File: src/rtl/load_store_unit_if.sv
// Data-memory bus between the load/store unit (master) and memory (slave).
// One request is outstanding at a time; bus_ack completes it.
interface load_store_unit_if;
    logic        bus_req;
    logic        bus_we;
    logic [31:0] bus_addr;
    logic [3:0]  bus_be;
    logic [31:0] bus_wdata;
    logic        bus_ack;
    logic [31:0] bus_rdata;

    modport master (
        output bus_req, bus_we, bus_addr, bus_be, bus_wdata,
        input  bus_ack, bus_rdata
    );

    modport slave (
        input  bus_req, bus_we, bus_addr, bus_be, bus_wdata,
        output bus_ack, bus_rdata
    );
endinterface

File: src/rtl/load_store_unit.sv
// Load/store unit: splits a RISC-V load/store into one or two word-aligned bus
// transactions, stalls the pipeline meanwhile and returns extended load data.
module load_store_unit #(
    parameter int unsigned TIMEOUT_CYCLES = 255
) (
    input  logic                    clk,
    input  logic                    reset,
    input  logic                    cmd_valid_i,
    input  logic                    cmd_write_i,
    input  logic [2:0]              cmd_funct3_i,
    input  logic [31:0]             cmd_addr_i,
    input  logic [31:0]             cmd_wdata_i,
    output logic                    stall_o,
    output logic                    load_valid_o,
    output logic [31:0]             load_data_o,
    output logic                    bus_error_o,
    load_store_unit_if.master       bus
);
    typedef enum logic [1:0] {IDLE, ACC0, ACC1, DONE} state_e;

    localparam logic [7:0] TMO_LAST = 8'(TIMEOUT_CYCLES - 1);

    state_e      state_q, state_d;
    logic [1:0]  off_q, off_d;
    logic [2:0]  funct3_q, funct3_d;
    logic        write_q, write_d;
    logic        split_q, split_d;
    logic [3:0]  be_hi_q, be_hi_d;
    logic [31:0] wd_hi_q, wd_hi_d;
    logic [31:0] r0_q, r0_d;
    logic [7:0]  tmo_q, tmo_d;
    logic        req_q, req_d;
    logic        we_q, we_d;
    logic [31:0] addr_q, addr_d;
    logic [3:0]  be_q, be_d;
    logic [31:0] wdata_q, wdata_d;
    logic        lv_q, lv_d;
    logic [31:0] ld_q, ld_d;
    logic        err_q, err_d;

    logic        legal;
    logic [3:0]  mask;
    logic [7:0]  be64;
    logic [63:0] wd64;
    logic [63:0] raw64;
    logic [31:0] sh32;
    logic [31:0] ext;
    logic [31:0] result;

    // Command decode and lane positioning, straight from the pipeline inputs
    always_comb begin
        if (cmd_write_i) legal = cmd_funct3_i inside {3'b000, 3'b001, 3'b010};
        else             legal = cmd_funct3_i inside {3'b000, 3'b001, 3'b010, 3'b100, 3'b101};
        case (cmd_funct3_i[1:0])
            2'b00:   mask = 4'h1;
            2'b01:   mask = 4'h3;
            default: mask = 4'hF;
        endcase
        be64 = {4'b0000, mask} << cmd_addr_i[1:0];
        wd64 = {32'b0, cmd_wdata_i} << {cmd_addr_i[1:0], 3'b000};
    end

    // In ACC1 the current rdata is the upper word of the pair
    always_comb begin
        raw64 = (state_q == ACC1) ? {bus.bus_rdata, r0_q} : {32'b0, bus.bus_rdata};
        sh32  = 32'(raw64 >> {off_q, 3'b000});
        case (funct3_q)
            3'b000:  ext = {{24{sh32[7]}}, sh32[7:0]};
            3'b100:  ext = {24'b0, sh32[7:0]};
            3'b001:  ext = {{16{sh32[15]}}, sh32[15:0]};
            3'b101:  ext = {16'b0, sh32[15:0]};
            default: ext = sh32;
        endcase
        result = write_q ? 32'b0 : ext;
    end

    always_comb begin
        state_d  = state_q;
        off_d    = off_q;
        funct3_d = funct3_q;
        write_d  = write_q;
        split_d  = split_q;
        be_hi_d  = be_hi_q;
        wd_hi_d  = wd_hi_q;
        r0_d     = r0_q;
        tmo_d    = tmo_q;
        req_d    = req_q;
        we_d     = we_q;
        addr_d   = addr_q;
        be_d     = be_q;
        wdata_d  = wdata_q;
        lv_d     = 1'b0;
        ld_d     = ld_q;
        err_d    = 1'b0;

        case (state_q)
            IDLE: begin
                if (cmd_valid_i) begin
                    off_d    = cmd_addr_i[1:0];
                    funct3_d = cmd_funct3_i;
                    write_d  = cmd_write_i;
                    if (!legal) begin
                        state_d = DONE;
                        lv_d    = 1'b1;
                        err_d   = 1'b1;
                        ld_d    = 32'b0;
                    end else begin
                        state_d = ACC0;
                        split_d = |be64[7:4];
                        be_hi_d = be64[7:4];
                        wd_hi_d = cmd_write_i ? wd64[63:32] : 32'b0;
                        tmo_d   = 8'd0;
                        req_d   = 1'b1;
                        we_d    = cmd_write_i;
                        addr_d  = {cmd_addr_i[31:2], 2'b00};
                        be_d    = be64[3:0];
                        wdata_d = cmd_write_i ? wd64[31:0] : 32'b0;
                    end
                end
            end
            ACC0, ACC1: begin
                if (bus.bus_ack) begin
                    r0_d = bus.bus_rdata;
                    if (state_q == ACC0 && split_q) begin
                        state_d = ACC1;
                        tmo_d   = 8'd0;
                        addr_d  = addr_q + 32'd4;
                        be_d    = be_hi_q;
                        wdata_d = wd_hi_q;
                    end else begin
                        state_d = DONE;
                        req_d   = 1'b0;
                        lv_d    = 1'b1;
                        ld_d    = result;
                    end
                end else if (tmo_q == TMO_LAST) begin
                    state_d = DONE;
                    req_d   = 1'b0;
                    lv_d    = 1'b1;
                    err_d   = 1'b1;
                    ld_d    = 32'b0;
                end else begin
                    tmo_d = tmo_q + 8'd1;
                end
            end
            default: state_d = IDLE;
        endcase
    end

    always_ff @(posedge clk) begin
        if (reset) begin
            state_q  <= IDLE;
            off_q    <= '0;
            funct3_q <= '0;
            write_q  <= 1'b0;
            split_q  <= 1'b0;
            be_hi_q  <= '0;
            wd_hi_q  <= '0;
            r0_q     <= '0;
            tmo_q    <= '0;
            req_q    <= 1'b0;
            we_q     <= 1'b0;
            addr_q   <= '0;
            be_q     <= '0;
            wdata_q  <= '0;
            lv_q     <= 1'b0;
            ld_q     <= '0;
            err_q    <= 1'b0;
        end else begin
            state_q  <= state_d;
            off_q    <= off_d;
            funct3_q <= funct3_d;
            write_q  <= write_d;
            split_q  <= split_d;
            be_hi_q  <= be_hi_d;
            wd_hi_q  <= wd_hi_d;
            r0_q     <= r0_d;
            tmo_q    <= tmo_d;
            req_q    <= req_d;
            we_q     <= we_d;
            addr_q   <= addr_d;
            be_q     <= be_d;
            wdata_q  <= wdata_d;
            lv_q     <= lv_d;
            ld_q     <= ld_d;
            err_q    <= err_d;
        end
    end

    assign stall_o       = (state_q == IDLE && cmd_valid_i) || state_q == ACC0 || state_q == ACC1;
    assign load_valid_o  = lv_q;
    assign load_data_o   = ld_q;
    assign bus_error_o   = err_q;
    assign bus.bus_req   = req_q;
    assign bus.bus_we    = we_q;
    assign bus.bus_addr  = addr_q;
    assign bus.bus_be    = be_q;
    assign bus.bus_wdata = wdata_q;
endmodule

File: src/flat_wrapper.sv
// flat-port wrapper written by rule: the top's interface ports become plain ports
module load_store_unit_flat 
#(
    parameter int unsigned TIMEOUT_CYCLES = 255
)
  (clk, reset, cmd_valid_i, cmd_write_i, cmd_funct3_i, cmd_addr_i, cmd_wdata_i, stall_o, load_valid_o, load_data_o, bus_error_o, bus_bus_req, bus_bus_we, bus_bus_addr, bus_bus_be, bus_bus_wdata, bus_bus_ack, bus_bus_rdata);
  load_store_unit_if bus_i ();
  input  logic clk;
  input  logic reset;
  input  logic cmd_valid_i;
  input  logic cmd_write_i;
  input  logic [2:0] cmd_funct3_i;
  input  logic [31:0] cmd_addr_i;
  input  logic [31:0] cmd_wdata_i;
  output logic stall_o;
  output logic load_valid_o;
  output logic [31:0] load_data_o;
  output logic bus_error_o;
  output wire logic [$bits(bus_i.bus_req)-1:0] bus_bus_req;
  output wire logic [$bits(bus_i.bus_we)-1:0] bus_bus_we;
  output wire logic [$bits(bus_i.bus_addr)-1:0] bus_bus_addr;
  output wire logic [$bits(bus_i.bus_be)-1:0] bus_bus_be;
  output wire logic [$bits(bus_i.bus_wdata)-1:0] bus_bus_wdata;
  input wire logic [$bits(bus_i.bus_ack)-1:0] bus_bus_ack;
  input wire logic [$bits(bus_i.bus_rdata)-1:0] bus_bus_rdata;
  assign bus_bus_req = bus_i.bus_req;
  assign bus_bus_we = bus_i.bus_we;
  assign bus_bus_addr = bus_i.bus_addr;
  assign bus_bus_be = bus_i.bus_be;
  assign bus_bus_wdata = bus_i.bus_wdata;
  assign bus_i.bus_ack = bus_bus_ack;
  assign bus_i.bus_rdata = bus_bus_rdata;
  load_store_unit #(.TIMEOUT_CYCLES(TIMEOUT_CYCLES)) u_core (.clk(clk), .reset(reset), .cmd_valid_i(cmd_valid_i), .cmd_write_i(cmd_write_i), .cmd_funct3_i(cmd_funct3_i), .cmd_addr_i(cmd_addr_i), .cmd_wdata_i(cmd_wdata_i), .stall_o(stall_o), .load_valid_o(load_valid_o), .load_data_o(load_data_o), .bus_error_o(bus_error_o), .bus(bus_i));
endmodule
File: config.mk
export PLATFORM = sky130hd
export DESIGN_NAME = load_store_unit_flat
export DESIGN_NICKNAME = d
export VERILOG_FILES = /design/src/rtl/load_store_unit_if.sv /design/src/rtl/load_store_unit.sv /design/src/flat_wrapper.sv
export SDC_FILE = /design/constraint.sdc
export NUM_CORES = 1
export LEC_CHECK = 0
export CORE_AREA = 2 2 132 134
export CTS_BUF_LIST = sky130_fd_sc_hd__clkbuf_4 sky130_fd_sc_hd__clkbuf_8
export CTS_CLUSTER_SIZE = 25
export DETAILED_ROUTE_END_ITERATION = 8
export DIE_AREA = 0 0 134 136
export DONT_BUFFER_PORTS = 1
export PLACE_DENSITY = 0.78
export SLEW_MARGIN = 15
export SYNTH_ARGS = -nofsm -noshare
export SYNTH_HDL_FRONTEND = slang
export SYNTH_SLANG_ARGS = --single-unit
File: constraint.sdc
create_clock -name clk -period 2.62 [get_ports clk]
set_clock_uncertainty 0.1 [all_clocks]
set_input_delay 0.524 -clock clk [delete_from_list [all_inputs] [get_ports clk]]
set_output_delay 0.524 -clock clk [all_outputs]
set_load 0.02 [all_outputs]
==> metrics.md <==
| Metric | Value |
|---|---|
| Status | `finished clean` |
| DP Wirelength | `18100 um` |
| Htree depth | `4` |
| Syn Area/Cell | `8.48 um2` |
| Port Buffer Count | `0` |
| Vias | `8360` |
| Combinational power share | `0.470` |
| Setup crit start kind | `flop` |
| RSZ-0062 raised after global routing | `no` |
| Largest net degree at the start of global routing | `128` |
| Final hold vios | `0` |
| Lkg Pwr | `between 0.003 and 0.004 uW` |
| Initial antenna violation count | `1` |
| Count of final setup violators | `0` |
| Internal power | `around 6200 uW` |
| Die area | `0.0182 mm2` |
| R2R Setup Slk | `0.12 ns` |
| Switching Share | `0.461` |
| Fin. max-slew vios | `0` |
| Cell accounting for the most synthesized area | `dfxtp_1` |
| Worst Tran Pin Value | `0.819 ns` |
| Worst min path class | `input port to flop` |
| Remaining DRCs | `0` |
| Final min period | `2.50 ns` |
| Starting Density | `0.546` |
| Clock latency on the worst-skew pair | `about 0.47 ns` |
| TritonCTS clock tree | `built` |
| First-pass GRT wire length | `41100 um` |
| PD cells | `approximately 1100 mW/mm2` |
| Yosys top cell area share | `0.387` |
| Max_slew headroom | `0.454` |
| Filler cell count | `1446` |
| NumNets Final | `1183` |
| WL/cell | `20.4 um` |
| 1st-pass router iterations | `6` |
| Max Cap Violations | `0` |
| Pre-CTS WS | `-0.0817 ns` |
| Crit Path Max Fanout | `11` |
| Worst R2R Path Depth | `8` |
| Commonest cells after routing, fill and taps aside | `175 x dfxtp_1, 133 x nor2_1, 131 x nand2_1` |
| Ranking of synthesized cells by area | `dfxtp_1 39%, mux2i_1 6.5%, nor2_1 5.5%, nand2_1 5.3%, a21oi_1 4.0%` |
| Post-Syn Area | `0.00922 mm2` |
| Ys flop type | `dfxtp_1` |
| Worst setup path end | `u_core.load_data_o[14]` |
| I/O pin count | `209` |
| Iteration-0 DRC Markers | `730` |
| RePlAce Congestion | `0.906` |
| Flop pwr share | `0.356` |
| Tot GR Track Use | `0.285` |
| YS warnings | `0` |
| Worst Setup End Kind | `flop` |
| FFs w/ async S/R, synth | `0` |
| CTS sink count | `178` |
| Worst-path clk slew | `0.11 ns` |
| CP Launch Point | `u_core.state_q[1]` |
| Number of synthesized flops with an enable pin | `0` |
| Critical path required time | `approximately 2.9 ns` |
| CTS root buf | `clkbuf_8` |
| Num rows | `48` |
| Final period util | `0.955` |
| Leading cell type in the layout, fill and taps excluded | `dfxtp_1` |
| Area Overhead vs Synth | `9.45%` |
| Type of the worst setup path | `flop to flop` |
| Share of cells above drive strength 1 | `0.139` |
| Num CTS Buffers | `17` |
| R2R Path Start | `u_core.state_q[1]` |
| Final wirelength | `26700 um` |
| Clock share of power | `0.174` |
| Net load switching power | `5270 uW` |
| Mapped Cells | `1087` |
| Seq/Total Area, Yosys | `0.387` |
| Die W | `134 um` |
| CTS max path bufs | `2` |
| Dpl cell area | `between 0.009 and 0.01 mm2` |
| Cell area after layout | `0.0101 mm2` |
| Synthesis-stage register bit count | `around 180` |
| Reg-to-reg critical path endpoint | `u_core.load_data_o[14]` |
| Grt ovf | `0` |
| VDD IR max | `0.853 mV` |
| Vias/cell | `6.38` |
| Max Clk Rate | `400 MHz` |
| CP arrival | `2.82 ns` |
| Routed Antenna Nets | `0` |
| Vias in the first global route | `approximately 7700` |
| Die height | `136 um` |
| Distinct cells, synth | `68` |
| Final worst setup slack | `0.118 ns` |
| Core area | `0.0169 mm2` |
==> power groups by stage <==
stage	clock [uW]	sequential, uW	combinational, uW
2_1_floorplan	0	4110	3800
3_3_place_gp	0	4120	5110
3_5_place_dp	0	4130	5230
4_1_cts	2000	4070	5270
5_1_grt	2130	4150	5910
6_report	1990	4080	5380
==> cell usage after synthesis (17+ instances only) <==
cell type  count
nand3_1       20
mux2i_1       60
dfxtp_1      178
mux2_2        27
nor2_1       136
clkbuf_1      65
a21oi_1       74
a211oi_1      41
nand2_1      131
nor3_1        45
o22ai_1       17
o21ai_0       24
a22oi_1       29
==> stage by stage <==
stage / hold slack, ns / cells / total power, uW / util / TNS, ns
2_1_floorplan: 0.333 / 1088 / 7910 / - / 0
3_3_place_gp: 0.336 / 1262 / 9230 / 0.563 / 0
3_5_place_dp: 0.342 / 1262 / 9360 / 0.563 / -1.05
4_1_cts: 0.00261 / 1300 / 11300 / 0.591 / 0
5_1_grt: -0.00394 / 1309 / 12200 / 0.598 / 0
6_report: 0.0488 / 1310 / 11400 / 0.598 / 0
==> state kept, by name, indices dropped and copies added (netlist names) <==
register,count
u_core.tmo_q,8
u_core.wd_hi_q,24
u_core.bus.bus_be,4
u_core.write_q,1
u_core.split_q,1
u_core.load_data_o,32
u_core.funct3_q,3
u_core.bus.bus_req,1
u_core.load_valid_o,1
u_core.bus.bus_we,1
u_core.bus.bus_addr,30
u_core.bus_error_o,1
u_core.bus.bus_wdata,32
u_core.off_q,2
u_core.be_hi_q,3
u_core.state_q,2
u_core.r0_q,32
==> area by class of cell <==
cell class	instances	area (um2)	share of cell area
Antenna cell	1	2.50	0.000248
Sequential cell	178	3570	0.354
Multi-Input combinational cell	804	5250	0.520
Inverter	9	33.8	0.00335
Clock inverter	15	183	0.0181
Tap cell	225	282	0.0279
Clock buffer	17	234	0.0232
Timing Repair Buffer	61	539	0.0535
==> kinds of logic (layout without fill, tap and decap cells) <==
| group | Yosys count | count (layout) | share of synthesized area |
|---|---|---|---|
| flip-flops | 178 | 178 | 0.387 |
| AND/OR/NAND/NOR | 398 | 398 | 0.196 |
| multiplexers | 102 | 102 | 0.134 |
| other | 1 | 3 | 0.000407 |
| adder cells (fa/ha/maj) | 8 | 8 | 0.0109 |
| XOR/XNOR | 7 | 7 | 0.00665 |
| AO/OA/AOI/OAI | 287 | 287 | 0.218 |
| buffers and inverters | 106 | 102 | 0.0479 |
==> layer usage <==
layer / share of wire / GRT usage / up-vias / wire, um
met3: 0.11 / 0.119 / 36 / 2980
li1: - / - / 3976 / -
met1: 0.39 / 0.334 / 3968 / 10300
met2: 0.48 / 0.467 / 380 / 12800
met5: 0 / 0 / - / 0
met4: 0.024 / 0.102 / 0 / 634
==> what timing repair did <==
action / CTS / global route
hold buffers: 3 / 3
resized for setup: 0 / 6
pin swaps: 2 / 4
endpoints found under the hold margin: 7 / 2
buffers inserted: 3 / 6
endpoints found under the setup margin: 22 / 55
==> critical path: stages, from the launching register on <==
cell and delay, ns:
dfxtp_2 0.39, inv_1 0.07, ha_2 0.36, nand2_1 0.07
or3_1 0.32, or4_4 0.57, buf_4 0.22, nor3_1 0.21
a211o_1 0.13
==> how the worst min path moves through the flow <==
stage / slack [ns] / cells after the start / startpoint / end
after floorplan: 0.33 / 2 / u_core.r0_q[23] / u_core.r0_q[23]
after global placement: 0.34 / 2 / u_core.r0_q[3] / u_core.r0_q[3]
after detailed placement: 0.34 / 2 / u_core.r0_q[21] / u_core.r0_q[21]
after CTS: 0.003 / 1 / reset / u_core.bus.bus_addr[25]
after global routing: -0.004 / 1 / reset / u_core.bus.bus_addr[25]
final: 0.05 / 1 / reset / u_core.bus.bus_addr[25]
Power figures use the tool's default switching activity.
==> RTL edit 1 (same flow settings) <==
`TIMEOUT_CYCLES` is set to 255 in 2 places; all go to 191.
--- a/src/rtl/load_store_unit.sv
+++ b/src/rtl/load_store_unit.sv
@@ -2,5 +2,5 @@
 // transactions, stalls the pipeline meanwhile and returns extended load data.
 module load_store_unit #(
-    parameter int unsigned TIMEOUT_CYCLES = 255
+    parameter int unsigned TIMEOUT_CYCLES = 191
 ) (
     input  logic                    clk,
--- a/src/flat_wrapper.sv
+++ b/src/flat_wrapper.sv
@@ -2,5 +2,5 @@
 module load_store_unit_flat 
 #(
-    parameter int unsigned TIMEOUT_CYCLES = 255
+    parameter int unsigned TIMEOUT_CYCLES = 191
 )
   (clk, reset, cmd_valid_i, cmd_write_i, cmd_funct3_i, cmd_addr_i, cmd_wdata_i, stall_o, load_valid_o, load_data_o, bus_error_o, bus_bus_req, bus_bus_we, bus_bus_addr, bus_bus_be, bus_bus_wdata, bus_bus_ack, bus_bus_rdata);
Function: no difference found for any inputs over 4 cycles, from zero or initial values and one cycle with reset high; that may be too few to reach the edited logic, so the function may still have changed.
==> RTL edit 1 against the unedited design <==
Register-to-register slack improved by 0.05 ns. Synthesized area increased by 2.1%. Global-route usage increased by 0.59 points. Setup slack got worse by 0.013 ns. Sequential share of layout area about the same. Routed wire length increased by 2.8%. Largest power group unchanged. Design area decreased by 0.16%. Total power decreased by 9.0%. Sequential cell count unchanged.
==> RTL edit 1: results (changes against the unedited design) <==
### Status
• result of the run: complete, no violations, unchanged

### Synthesis
• register area share after synthesis: 37.9%, was 38.7%
• count of unique library cells instantiated by Yosys: 75, was 68
• top cells by count, synth: sky130_fd_sc_hd__dfxtp_1, sky130_fd_sc_hd__nand2_1, sky130_fd_sc_hd__nor2_1, was sky130_fd_sc_hd__dfxtp_1, sky130_fd_sc_hd__nor2_1, sky130_fd_sc_hd__nand2_1
• Synth area leaders: sky130_fd_sc_hd__dfxtp_1, sky130_fd_sc_hd__nand2_1, sky130_fd_sc_hd__nor2_1, was sky130_fd_sc_hd__dfxtp_1, sky130_fd_sc_hd__mux2i_1, sky130_fd_sc_hd__nor2_1

### Global routing
• initial antenna violation count: 0, was 1
• pin count of the biggest net entering global routing: 148, was 128
• vias in the first global route: 8,073, was 7,728
• All-Layer GR Usage: 29.0%, was 28.5%
• wire length of the first global-routing pass: 42,300 um, was 41,100 um
• GRT met2 Usage: 48.5%, was 46.7%
• met1 capacity usage during global routing: 34.3%, was 33.4%
• met3 layer usage reported by global route: 9.62%, was 11.9%

### Place
• gp weighted congestion: 0.937, was 0.906
• HPWL Detailed: 19,100 um, was 18,100 um
• Placement Setup Slack: 0.163 ns, was -0.0817 ns

### Critical path
• largest stage delay on the critical path: 0.42 ns, was 0.57 ns
• Worst Path Arrival: 1.89 ns, was 2.82 ns
• maximum fanout count along the critical path: 9, was 11
• slowest stage cell on the critical path: sky130_fd_sc_hd__dfxtp_1, was sky130_fd_sc_hd__or4_4

### Clock network
• total of hold buffers inserted after clock tree synthesis: 2, was 3
• CTS clock-pin slew for the worst setup and hold paths: 0.09 ns, was 0.11 ns
• number of setup buffers added after CTS: 0, was 3

### Power
• Leak: 0.00352 uW, was 0.00354 uW
• switching portion of total power: 44.8%, was 46.1%
• Max VDD drop: 548 uV, was 853 uV

### Finish
• layout net count: 1,200, was 1,183
• ratio of cells with drive above 1 in the final layout: 12.3%, was 13.9%
• fill cell count: 1,531, was 1,446

### Drt
• Routed met1 length: 10,600 um, was 10,300 um
• routed wl met2: 13,400 um, was 12,800 um
• number of detailed-routing iterations run before antenna repair: 5, was 6
• vias: 8,664, was 8,360
• first-iteration detailed-routing DRC count: 925, was 730

### STA
• remaining max-slew budget at the tightest pin: 54.2%, was 45.4%

## RTL edit 1: final cells by class
type | instances | area (sq um) | area share [%]
Antenna cell | 1 | 2.50 | 0.0248
Clock buffer | 18 | 241 | 2.40
Clock inverter | 14 | 146 | 1.45
Inverter | 12 | 45.0 | 0.447
Multi-Input combinational cell | 833 | 5380 | 53.5
Sequential cell | 178 | 3560 | 35.4
Tap cell | 225 | 282 | 2.80
Timing Repair Buffer | 46 | 405 | 4.03
## RTL edit 1: final timing paths
check                     from  slack, ns                      to
min                      reset       0.04      u_core.funct3_q[1]
max reg2reg  u_core.state_q[0]       0.17  u_core.load_data_o[19]
max          u_core.state_q[1]       0.10                 stall_o
min reg2reg     u_core.r0_q[2]       0.36          u_core.r0_q[2]
## RTL edit 1: metrics by stage
stage | util [%] | instance area [sq um] | std cells
floorplan | - | 9410 | 1120
global placement | 57.1 | 9630 | 1290
detailed placement | 57.1 | 9630 | 1290
CTS | 59.5 | 10000 | 1324
global route | 59.7 | 10100 | 1326
finish | 59.7 | 10100 | 1327
## RTL edit 1: power by group through the flow
stage,Combinational [uW],Sequential (uW),Clock [uW]
2_1_floorplan,3260,4120,0
3_3_place_gp,4160,4220,0
3_5_place_dp,4250,4230,0
4_1_cts,4270,4170,1930
5_1_grt,4740,4250,2050
6_report,4320,4180,1900
## RTL edit 1: cell families (layout without fill, tap and decap cells)
family / count (synthesis) / after routing / synth area share (%)
compound gates: 338 / 338 / 25.0
xor+xnor: 4 / 4 / 0.372
fa+ha+maj: 8 / 8 / 1.06
buf+inv: 109 / 90 / 5.24
flops: 178 / 178 / 37.9
mux: 80 / 80 / 10.7
other cells: 1 / 3 / 0.0399
simple gates: 401 / 401 / 19.7
==> RTL edit 2 (same flow settings) <==
Made on the original files. Encoding of `state_e`: now one-hot (4 bits for 4 states).
--- a/src/rtl/load_store_unit.sv
+++ b/src/rtl/load_store_unit.sv
@@ -17,5 +17,5 @@
     load_store_unit_if.master       bus
 );
-    typedef enum logic [1:0] {IDLE, ACC0, ACC1, DONE} state_e;
+    typedef enum logic [3:0] {IDLE = 4'b0001, ACC0 = 4'b0010, ACC1 = 4'b0100, DONE = 4'b1000} state_e;
 
     localparam logic [7:0] TMO_LAST = 8'(TIMEOUT_CYCLES - 1);
Behaviour: no difference found for any inputs over 4 cycles, from zero or initial values and one cycle with reset high; so few cycles prove little.
==> RTL edit 2 against the unedited design <==
Non-clock buffer count fell by 10. Sequential cell count rose by 2. Via count grew 11%. Synthesized area grew 6.7%. Routed wire length up 7.3%. Setup slack got worse by 0.0075 ns. Design area increased by 5.1%. Global-route usage rose by 2.5 points. Utilization is 3.1 points higher. First-iteration DRC count up 36%. Highest routed layer unchanged.
Power is not compared: it rests on default switching activity, and its combinational part moved more than twofold at a synthesized area within 25%.
==> RTL edit 2: results (changes against the unedited design) <==
### Global routing
• All-Layer GR Usage: 31.0%, was 28.5%
• pin count of the biggest net entering global routing: 132, was 128
• wire length of the first global-routing pass: 45,200 um, was 41,100 um
• initial antenna violation count: 0, was 1
• vias in the first global route: 8,567, was 7,728
• met1 capacity usage during global routing: 38.5%, was 33.4%

### Critical path
• Worst Path Arrival: 2.81 ns, was 2.82 ns
• Crit Reg-Reg Startpoint: u_core.state_q[2], was u_core.state_q[1]
• slowest stage cell on the critical path: sky130_fd_sc_hd__or4b_1, was sky130_fd_sc_hd__or4_4
• maximum fanout count along the critical path: 13, was 11
• R2R cell count: 7, was 8

### Synthesis
• register area share after synthesis: 36.6%, was 38.7%
• Synth area leaders: sky130_fd_sc_hd__dfxtp_1, sky130_fd_sc_hd__nand2_1, sky130_fd_sc_hd__a21oi_1, was sky130_fd_sc_hd__dfxtp_1, sky130_fd_sc_hd__mux2i_1, sky130_fd_sc_hd__nor2_1
• count of unique library cells instantiated by Yosys: 70, was 68
• synthesized area divided by synthesized cell count: 8.00 sq um, was 8.48 sq um

### Place
• gp weighted congestion: 0.927, was 0.906
• HPWL Detailed: 19,600 um, was 18,100 um
• number of placed cells counting well taps: 1,398, was 1,262

### Drt
• routed wl met2: 13,800 um, was 12,800 um
• Routed met1 length: 11,100 um, was 10,300 um
• number of detailed-routing iterations run before antenna repair: 5, was 6
• detailed-routed wire length on met3: 3060 um, was 2980 um
• vias: 9,245, was 8,360

### Status
• result of the run: complete, no violations, unchanged

### Finish
• total inserted antenna cells: 0, was 1
• ratio of cells with drive above 1 in the final layout: 11.9%, was 13.9%
• layout net count: 1,300, was 1,183

### STA
• pin slew with the least headroom to its limit: 0.753 ns, was 0.819 ns

## RTL edit 2: cell count changes after synthesis, moves of 30 or more
| cell | change |
|---|---|
| sky130_fd_sc_hd__inv_1 | +30 |
| sky130_fd_sc_hd__nand3_1 | +32 |
| sky130_fd_sc_hd__o211ai_1 | +32 |
| sky130_fd_sc_hd__nor2_1 | -65 |
| sky130_fd_sc_hd__a21oi_1 | +34 |
| sky130_fd_sc_hd__nand2_1 | +85 |
| sky130_fd_sc_hd__o21ai_0 | +31 |
## RTL edit 2: where the power goes
group | internal (uW) | leakage [uW] | switching [uW]
logic | 320 | 0.00184 | 463
clock network | 1080 | 0.000229 | 1080
registers | 2840 | 0.00146 | 183
total | 4240 | 0.00353 | 1730
## RTL edit 2: cells by family (layout without fill, tap and decap cells)
kind of cell | count (synthesis) | count (layout) | share of synthesized area, %
compound gates | 329 | 329 | 22.5
xor+xnor | 4 | 4 | 0.356
fa+ha+maj | 3 | 3 | 0.382
buf+inv | 147 | 123 | 6.49
flops | 180 | 180 | 36.6
mux | 81 | 81 | 10.8
other cells | 1 | 2 | 0.0381
simple gates | 484 | 484 | 22.9
## RTL edit 2: how the worst min path moves through the flow
stage                   start                      end  slack (ns)  depth (start not counted)
5_1_grt                 reset  u_core.bus.bus_addr[11]        0.01                          1
4_1_cts                 reset  u_core.bus.bus_addr[11]       0.005                          1
2_1_floorplan  u_core.write_q           u_core.write_q        0.33                          2
6_report                reset  u_core.bus.bus_addr[24]        0.05                          1
3_3_place_gp   u_core.r0_q[3]           u_core.r0_q[3]        0.33                          2
3_5_place_dp   u_core.r0_q[3]           u_core.r0_q[3]        0.34                          2
## RTL edit 2: final cells by class
| class | count | area share [%] |
|---|---|---|
| Multi-Input combinational cell | 903 | 53.4 |
| Sequential cell | 180 | 34.0 |
| Timing Repair Buffer | 51 | 4.34 |
| Tap cell | 225 | 2.66 |
| Clock buffer | 18 | 2.34 |
| Clock inverter | 14 | 1.85 |
| Inverter | 40 | 1.42 |
## RTL edit 2: critical path, delay by kind of cell (launching register included)
| kind | cells | cell delay (ns) |
|---|---|---|
| flops | 1 | 0.41 |
| buf+inv | 2 | 0.44 |
| compound gates | 3 | 0.47 |
| simple gates | 2 | 1.02 |
## RTL edit 2: per-stage QoR
| step | hold slack (ns) | power (uW) | setup WS, ns | instance area, sq um |
|---|---|---|---|---|
| after floorplan | 0.331 | 3690 | 0.467 | 9840 |
| after global placement | 0.334 | 3830 | 0.251 | 10100 |
| after detailed placement | 0.343 | 3850 | 0.214 | 10100 |
| after CTS | 0.00546 | 5960 | 0.0682 | 10600 |
| after global routing | 0.0114 | 6180 | 0.0404 | 10600 |
| final | 0.0463 | 5960 | 0.110 | 10600 |
